$ cat src/rtl/ms_flood_fill.sv
// ms_flood_fill: minesweeper open-cell engine with iterative 8-neighbour flood opening
module ms_flood_fill #(
  parameter  int COLS = 8,
  parameter  int ROWS = 8,
  localparam int N    = ROWS * COLS,
  localparam int IW   = $clog2(N),
  localparam int CW   = $clog2(N + 1)
) (
  input  logic          clk,
  input  logic          rst,
  input  logic          start,
  input  logic [IW-1:0] click_idx,
  input  logic [N-1:0]  mine,
  input  logic [N-1:0]  zero,
  input  logic [N-1:0]  flag,
  input  logic [N-1:0]  doubt,
  input  logic [N-1:0]  open_in,
  output logic [N-1:0]  open_out,
  output logic          busy,
  output logic          done,
  output logic          hit_mine,
  output logic [CW-1:0] iter_count
);
  localparam logic [1:0] IDLE = 2'd0, SEED = 2'd1, SPREAD = 2'd2, DONE = 2'd3;
  logic [1:0]   state;
  logic [N-1:0] frontier, check, should_open;
  logic         blocked;
  assign frontier    = open_out & zero & ~mine;
  assign should_open = check & ~open_out & ~flag & ~doubt & ~mine;
  assign blocked     = 32'(click_idx) >= N || open_out[click_idx] || flag[click_idx] || doubt[click_idx];
  assign busy        = state != IDLE;
  assign done        = state == DONE;
  // one-step 8-neighbour dilation of the frontier, no wrap at board edges
  always_comb begin
    check = '0;
    for (int r = 0; r < ROWS; r++)
      for (int c = 0; c < COLS; c++)
        for (int dr = -1; dr <= 1; dr++)
          for (int dc = -1; dc <= 1; dc++)
            if ((dr != 0 || dc != 0) && r + dr >= 0 && r + dr < ROWS && c + dc >= 0 && c + dc < COLS)
              check[r*COLS+c] = check[r*COLS+c] | frontier[(r+dr)*COLS+c+dc];
  end
  // click acceptance, seed evaluation and per-cycle spreading
  always_ff @(posedge clk or posedge rst) begin
    if (rst) begin
      state      <= IDLE;
      open_out   <= '0;
      hit_mine   <= 1'b0;
      iter_count <= '0;
    end else begin
      case (state)
        IDLE: if (start) begin
          open_out   <= open_in;
          hit_mine   <= 1'b0;
          iter_count <= '0;
          state      <= SEED;
        end
        SEED: begin
          if (!blocked) open_out[click_idx] <= 1'b1;
          if (!blocked && mine[click_idx]) hit_mine <= 1'b1;
          state <= (blocked || mine[click_idx] || !zero[click_idx]) ? DONE : SPREAD;
        end
        SPREAD: begin
          open_out   <= open_out | should_open;
          iter_count <= &iter_count ? iter_count : iter_count + CW'(1);
          if (should_open == '0) state <= DONE;
        end
        default: state <= IDLE;
      endcase
    end
  end
endmodule
$ cat config.mk
export PLATFORM = sky130hd
export DESIGN_NAME = ms_flood_fill
export DESIGN_NICKNAME = d
export VERILOG_FILES = /design/src/rtl/ms_flood_fill.sv
export SDC_FILE = /design/constraint.sdc
export NUM_CORES = 1
export LEC_CHECK = 0
export CAP_MARGIN = 20
export CORE_AREA = 2 2 157 159
export CTS_CLUSTER_SIZE = 28
export DETAILED_ROUTE_END_ITERATION = 10
export DIE_AREA = 0 0 159 161
export GPL_TIMING_DRIVEN = 0
export HOLD_SLACK_MARGIN = 0.05
export PLACE_DENSITY = 0.85
export SLEW_MARGIN = 20
export SYNTH_ARGS = -nofsm -noshare
export SYNTH_HDL_FRONTEND = slang
export SYNTH_SLANG_ARGS = --single-unit
$ cat constraint.sdc
create_clock -name clk -period 2.6 [get_ports clk]
set_input_delay 0.52 -clock clk [delete_from_list [all_inputs] [get_ports clk]]
set_output_delay 0.52 -clock clk [all_outputs]
set_load 0.01 [all_outputs]
# Word-level counts from Yosys, hierarchy flattened
# Cells that the tools add are included.
dict set report op_classes {
  bitwise_logic 361
  eq_ne 8
  n_addsub 1
  reduce_logical 19
  muxes 25
  magnitude_cmp 2
}
# op count
set ops {}
lappend ops {{$and A64 B64 Y64} 6}
lappend ops {{$or A1 B1 Y1} 349}
lappend ops {{$not A64 Y64} 4}
lappend ops {{$pmux W64 S3} 1}
lappend ops {{$mux W64} 2}
lappend ops {{$or A64 B64 Y64} 2}
lappend ops {{$logic_not A64 Y1} 1}
lappend ops {{$bmux W1 S6} 5}
lappend ops {{$mux W7} 2}
lappend ops {{$pmux W7 S2} 1}
lappend ops {{$ne A2 B2 Y1 const B} 5}
lappend ops {{$mux W1} 9}
lappend ops {{$reduce_and A3 Y1} 3}
lappend ops {{$add A7 B1 Y7 const B} 1}
lappend ops {{$lt A6 B7 Y1 const B} 1}
lappend ops {{$reduce_and A7 Y1} 1}
lappend ops {{$demux W1 S6} 1}
lappend ops {{$ge A6 B1 Y1 const B} 1}
lappend ops {{$pmux W2 S3} 1}
lappend ops {{$reduce_bool A2 Y1} 3}
lappend ops {{$eq A2 B2 Y1 const B} 2}
lappend ops {{$logic_or A1 B1 Y1} 4}
lappend ops {{$mux W2} 2}
lappend ops {{$reduce_bool A3 Y1} 1}
lappend ops {{6 further kinds} 8}
dict set report totals {
  output_inout_bits 74
  ff_bits 74
  in_bits 329
}

# Logic depth before layout (Yosys ltp)
dict set report logic_depth {
  word_depth 16
  ltp_mapped 14
  depth_no_buf 10
}

# Least setup slack after synthesis
# OpenSTA, ideal clock, no wires.
dict set report synth_path {
  path_type {input -> register}
  from {input port click_idx[2]}
  to {register state[0]}
  slack_ns -0.169
  setup_time_ns 0.137
  stages 12
  n_path_buf 5
  arrival_ns 2.632
  cell_sequence {buf_4 buf_2 buf_4 buf_2 buf_2 mux2i_1 o211ai_1 o211a_1 nor4bb_1 o21ai_0 o41ai_1 mux2i_1}
}
dict set report synth_between {
  elab_chain_len 8
}
# item line
set synth_lines {}
lappend synth_lines {{start, declared} 12} ;# input logic [IW-1:0] click_idx,
lappend synth_lines {{$bmux W1 S6} 30} ;# assign blocked = 32'(click_idx) >= N || open_out[click_idx] || flag[click_idx] || doubt[click_idx];
lappend synth_lines {{$mux W1 (implied by the code)} 30}
lappend synth_lines {{$logic_or A1 B1 Y1 (2 in a row)} 30}
lappend synth_lines {{$logic_or A1 B1 Y1} 61} ;# state <= (blocked || mine[click_idx] || !zero[click_idx]) ? DONE : SPREAD;
lappend synth_lines {{$logic_or A1 B1 Y1 (*)} 61}
lappend synth_lines {{$mux W1 (*)} 61}
lappend synth_lines {{$pmux W2 S3 (*)} 51} ;# case (state)
lappend synth_lines {{end signal, assigned} 61}
lappend synth_lines {{end, declared} 25} ;# logic [1:0] state;
# Every way passes the cells marked *; elsewhere a longest branch is shown, timed or not. The select of a mux whose other input is x is not followed.
# A chain may end at the register's enable or synchronous reset.

# Worst setup path after layout
dict set report layout_path {
  from {register state[1]}
  to {register open_out[31]}
}
dict set report layout_between {
  elab_chain_len 3
}
# item line
set layout_lines {}
lappend layout_lines {{$eq A2 B1 Y1 (tied with other cells)} 51}
lappend layout_lines {{$ne A2 B2 Y1 (no line) / $reduce_bool A3 Y1 (equally long branches)} n/a}
lappend layout_lines {{$reduce_and A3 Y1 (no line)} n/a}
lappend layout_lines {{end signal, assigned} 53} ;# open_out <= open_in;
lappend layout_lines {{end signal, assigned} 64} ;# open_out <= open_out | should_open;
lappend layout_lines {{end, declared} 18} ;# output logic [N-1:0] open_out,
# Several ways; a longest one is shown, not always the timed one.

==> impl_metrics.env <==
export IMPL_status="finished with violations"
export IMPL_violations="setup timing"
export IMPL_rows=57
export IMPL_cts_tree="yes"
export IMPL_path_class="reg -> reg"
export IMPL_rr_startpoint="state[1]"
export IMPL_path_clk_slew_ns=0.07
export IMPL_worst_slew_pin_slew_ns=1.129
export IMPL_start_kind="flop"
export IMPL_worstPathRequired_ns=2.85
export IMPL_vias=14720
export IMPL_synth_distinct_cells=71
export IMPL_finalWirelength_um=71790
export IMPL_setup_ws_ns=-0.7958
export IMPL_drc=0
export IMPL_slew_headroom_pct=24.66
export IMPL_finalMaxSlewViolations=0
export IMPL_regToRegSetupSlack_ns=-0.80
export IMPL_fmax_mhz=294.5
export IMPL_critPathMaxFanout=10
export IMPL_fill_cells=1999
export IMPL_grt_pass1_vias=14140
export IMPL_layout_worst_path_cycle_share_pct=130.6
export IMPL_postRouteAntennaNets=0
export IMPL_drv_cap=0
export IMPL_power_density_nw_per_um2=960.9
export IMPL_io_pin_count=403
export IMPL_gp_congestion=1.125
export IMPL_crit_arrival_ns=3.64
export IMPL_irDropWorstVdd_mv=0.8880
export IMPL_worstReg2RegEnd="open_out[31]"
export IMPL_core_area_um2=23960
export IMPL_critPathCaptureType="flop"
export IMPL_setup_viol=67
export IMPL_grtUsageTotal_pct=52.45
export IMPL_drtPass1Iterations=10
export IMPL_synth_ff_type="dfrtp_1"
export IMPL_synth_cells=1149
export IMPL_grt_pass1_wl_um=97470
export IMPL_cts_num_sinks=74
export IMPL_synth_nets=1484
export IMPL_clk_path_buf_depth=2
export IMPL_whs_ns=0.5391
export IMPL_viasPerCell=7.111
export IMPL_dr_first_iter_drc_count=2664
export IMPL_synth_area_um2=8437
export IMPL_setup_tns_ns=-32.69
export IMPL_grt_overflow_total=0
export IMPL_synth_seq_cells=74
export IMPL_fin_skew_ns=0.01208
export IMPL_clock_latency_ns=0.37
export IMPL_numCtsBuffers=9
export IMPL_drive_above_1_share_pct=28.15
export IMPL_avgSynthCellArea_um2=7.343
export IMPL_yosys_warnings=0
export IMPL_grt_max_degree=40
export IMPL_grt_antenna_before_repair=2
export IMPL_finalHoldViolations=0
export IMPL_htree_levels=3
export IMPL_yosysSeqAreaShare_pct=21.95
export IMPL_initial_utilization_pct=35.21
export IMPL_wl_per_cell_um=34.68
export IMPL_die_height_um=161
export IMPL_leakage_nw=6.684
export IMPL_cts_hold_buf=0
export IMPL_fin_nets=2074
export IMPL_port_buffers=400
export IMPL_syn_to_final_growth_pct=93.83
export IMPL_die_area_um2=25600
export IMPL_die_x_um=159
export IMPL_r2r_cells=7
export IMPL_cts_root_buf="clkbuf_16"
export IMPL_hold_class="in -> async"
export IMPL_rsz0062_at_grt="yes"
export IMPL_fin_crit_ns=3.396
export IMPL_synth_edf_count=0
export IMPL_dpl_hpwl_um=53020
export IMPL_synthArstFlopShare_pct=100.0
## worst max-delay path by stage
stage | startpoint | to | slack (ns) | cells past startpoint
6_report | state[1] | open_out[31] | -0.80 | 7
5_1_grt | state[1] | open_out[31] | -0.62 | 7
4_1_cts | open_out[33] | open_out[9] | -0.45 | 11
3_5_place_dp | click_idx[0] | state[0] | -2.07 | 11
3_3_place_gp | click_idx[0] | state[0] | -2.08 | 11
2_1_floorplan | click_idx[0] | open_out[41] | -0.06 | 9
## cell usage after synthesis (11+ instances only)
| library cell | n | area (um^2) |
|---|---|---|
| a211oi_1 | 12 | 90.09 |
| a21oi_1 | 95 | 475.5 |
| a31oi_1 | 74 | 462.9 |
| and3b_1 | 15 | 131.4 |
| buf_2 | 24 | 120.1 |
| buf_4 | 14 | 105.1 |
| clkbuf_1 | 38 | 142.6 |
| dfrtp_1 | 74 | 1852 |
| inv_1 | 81 | 304.0 |
| mux2_2 | 14 | 157.7 |
| mux2i_1 | 20 | 200.2 |
| nand2_1 | 103 | 386.6 |
| nand2b_1 | 11 | 68.82 |
| nand3_1 | 30 | 150.1 |
| nand3b_1 | 66 | 495.5 |
| nand4_1 | 26 | 162.7 |
| nor2_1 | 77 | 289.0 |
| nor3_1 | 35 | 175.2 |
| nor4_1 | 42 | 262.8 |
| o211ai_1 | 31 | 232.7 |
| o21ai_0 | 41 | 205.2 |
| o221ai_1 | 44 | 385.4 |
| o22ai_1 | 21 | 131.4 |
| o31ai_1 | 11 | 82.58 |
| or4_1 | 12 | 90.09 |
## sequential cells by signal, summed over array words and instances (netlist names)
name / cells
iter_count: 7
state: 2
open_out: 64
hit_mine: 1
## power by group
group          internal (W)  switching [W]
clock              0.000778       0.000640
combinational       0.00501        0.00658
sequential          0.00174       0.000967
## metal layers
metal	vias up	GRT usage, %	share of wire, %
met4	2	29.88	7.9
li1	5695	-	-
met5	-	0	0.018
met3	487	22.52	17
met1	6854	65.17	35
met2	1681	76.03	40
## final cells by class
class,count,area [um^2],area share (%)
Timing Repair Buffer,581,5540,33.88
Multi-Input combinational cell,917,7177,43.89
Tap cell,324,405.4,2.479
Buffer,74,748.2,4.575
Antenna cell,2,5.005,0.03060
Inverter,82,310.3,1.897
Clock inverter,5,62.56,0.3826
Clock buffer,11,242.7,1.484
Sequential cell,74,1862,11.38
## cells in the final DEF, fill, tap and decap left out, types with 7 or more instances in the layout
cell type / instances
a211oi_1: 9
a21oi_1: 39
a21oi_2: 53
a31oi_1: 64
a31oi_2: 9
and3b_1: 11
buf_12: 18
buf_4: 165
buf_6: 17
buf_8: 21
clkbuf_1: 21
clkbuf_16: 11
clkbuf_2: 7
clkdlybuf4s50_1: 300
dfrtp_1: 66
dfrtp_2: 8
dlygate4sd2_1: 86
dlymetal6s2s_1: 8
inv_1: 79
mux2_2: 13
mux2i_1: 18
mux4_2: 9
nand2_1: 77
nand2_2: 17
nand2_4: 9
nand2b_1: 9
nand3_1: 22
nand3b_1: 66
nand4_1: 26
nor2_1: 73
nor3_1: 28
nor4_1: 31
nor4_2: 8
o211ai_1: 31
o21ai_0: 27
o21ai_1: 9
o221ai_1: 43
o22ai_1: 19
or4_1: 11
## worst max-delay path, cell delays in order, from the launching register on
cell	delay [ns]
dfrtp_1	0.44
inv_1	0.10
ha_1	0.39
clkbuf_1	0.71
clkbuf_1	0.81
o211ai_1	0.41
a31oi_2	0.37
a21oi_4	0.04
## logic make-up (layout without fill, tap and decap cells)
group	count (synthesis)	in the layout	synth area share [%]
fa+ha+maj	6	6	0.8898
buf+inv	158	753	8.008
xor+xnor	3	3	0.3115
compound gates	398	398	31.66
other cells	0	2	0
simple gates	467	467	30.54
flops	74	74	21.95
mux	43	43	6.644
## per-stage QoR
| step | instances | total power (W) | worst slack (ns) | area, um^2 | utilization [%] |
|---|---|---|---|---|---|
| after floorplan | 1149 | 0.006454 | -0.05825 | 8536 | - |
| after global placement | 1873 | 0.01051 | -2.084 | 12940 | 54.02 |
| after detailed placement | 1874 | 0.01062 | -2.071 | 12970 | 54.15 |
| after CTS | 2026 | 0.01409 | -0.4491 | 15420 | 64.35 |
| after global routing | 2068 | 0.01587 | -0.6196 | 16350 | 68.22 |
| final | 2070 | 0.01571 | -0.7958 | 16350 | 68.24 |
## what timing repair did
action	4_1_cts	5_1_grt
pin swaps	99	76
endpoints found under the setup margin	68	68
cloned	5	2
setup buffers	133	46
gates resized for setup	365	155
Power figures use the tool's default switching activity.
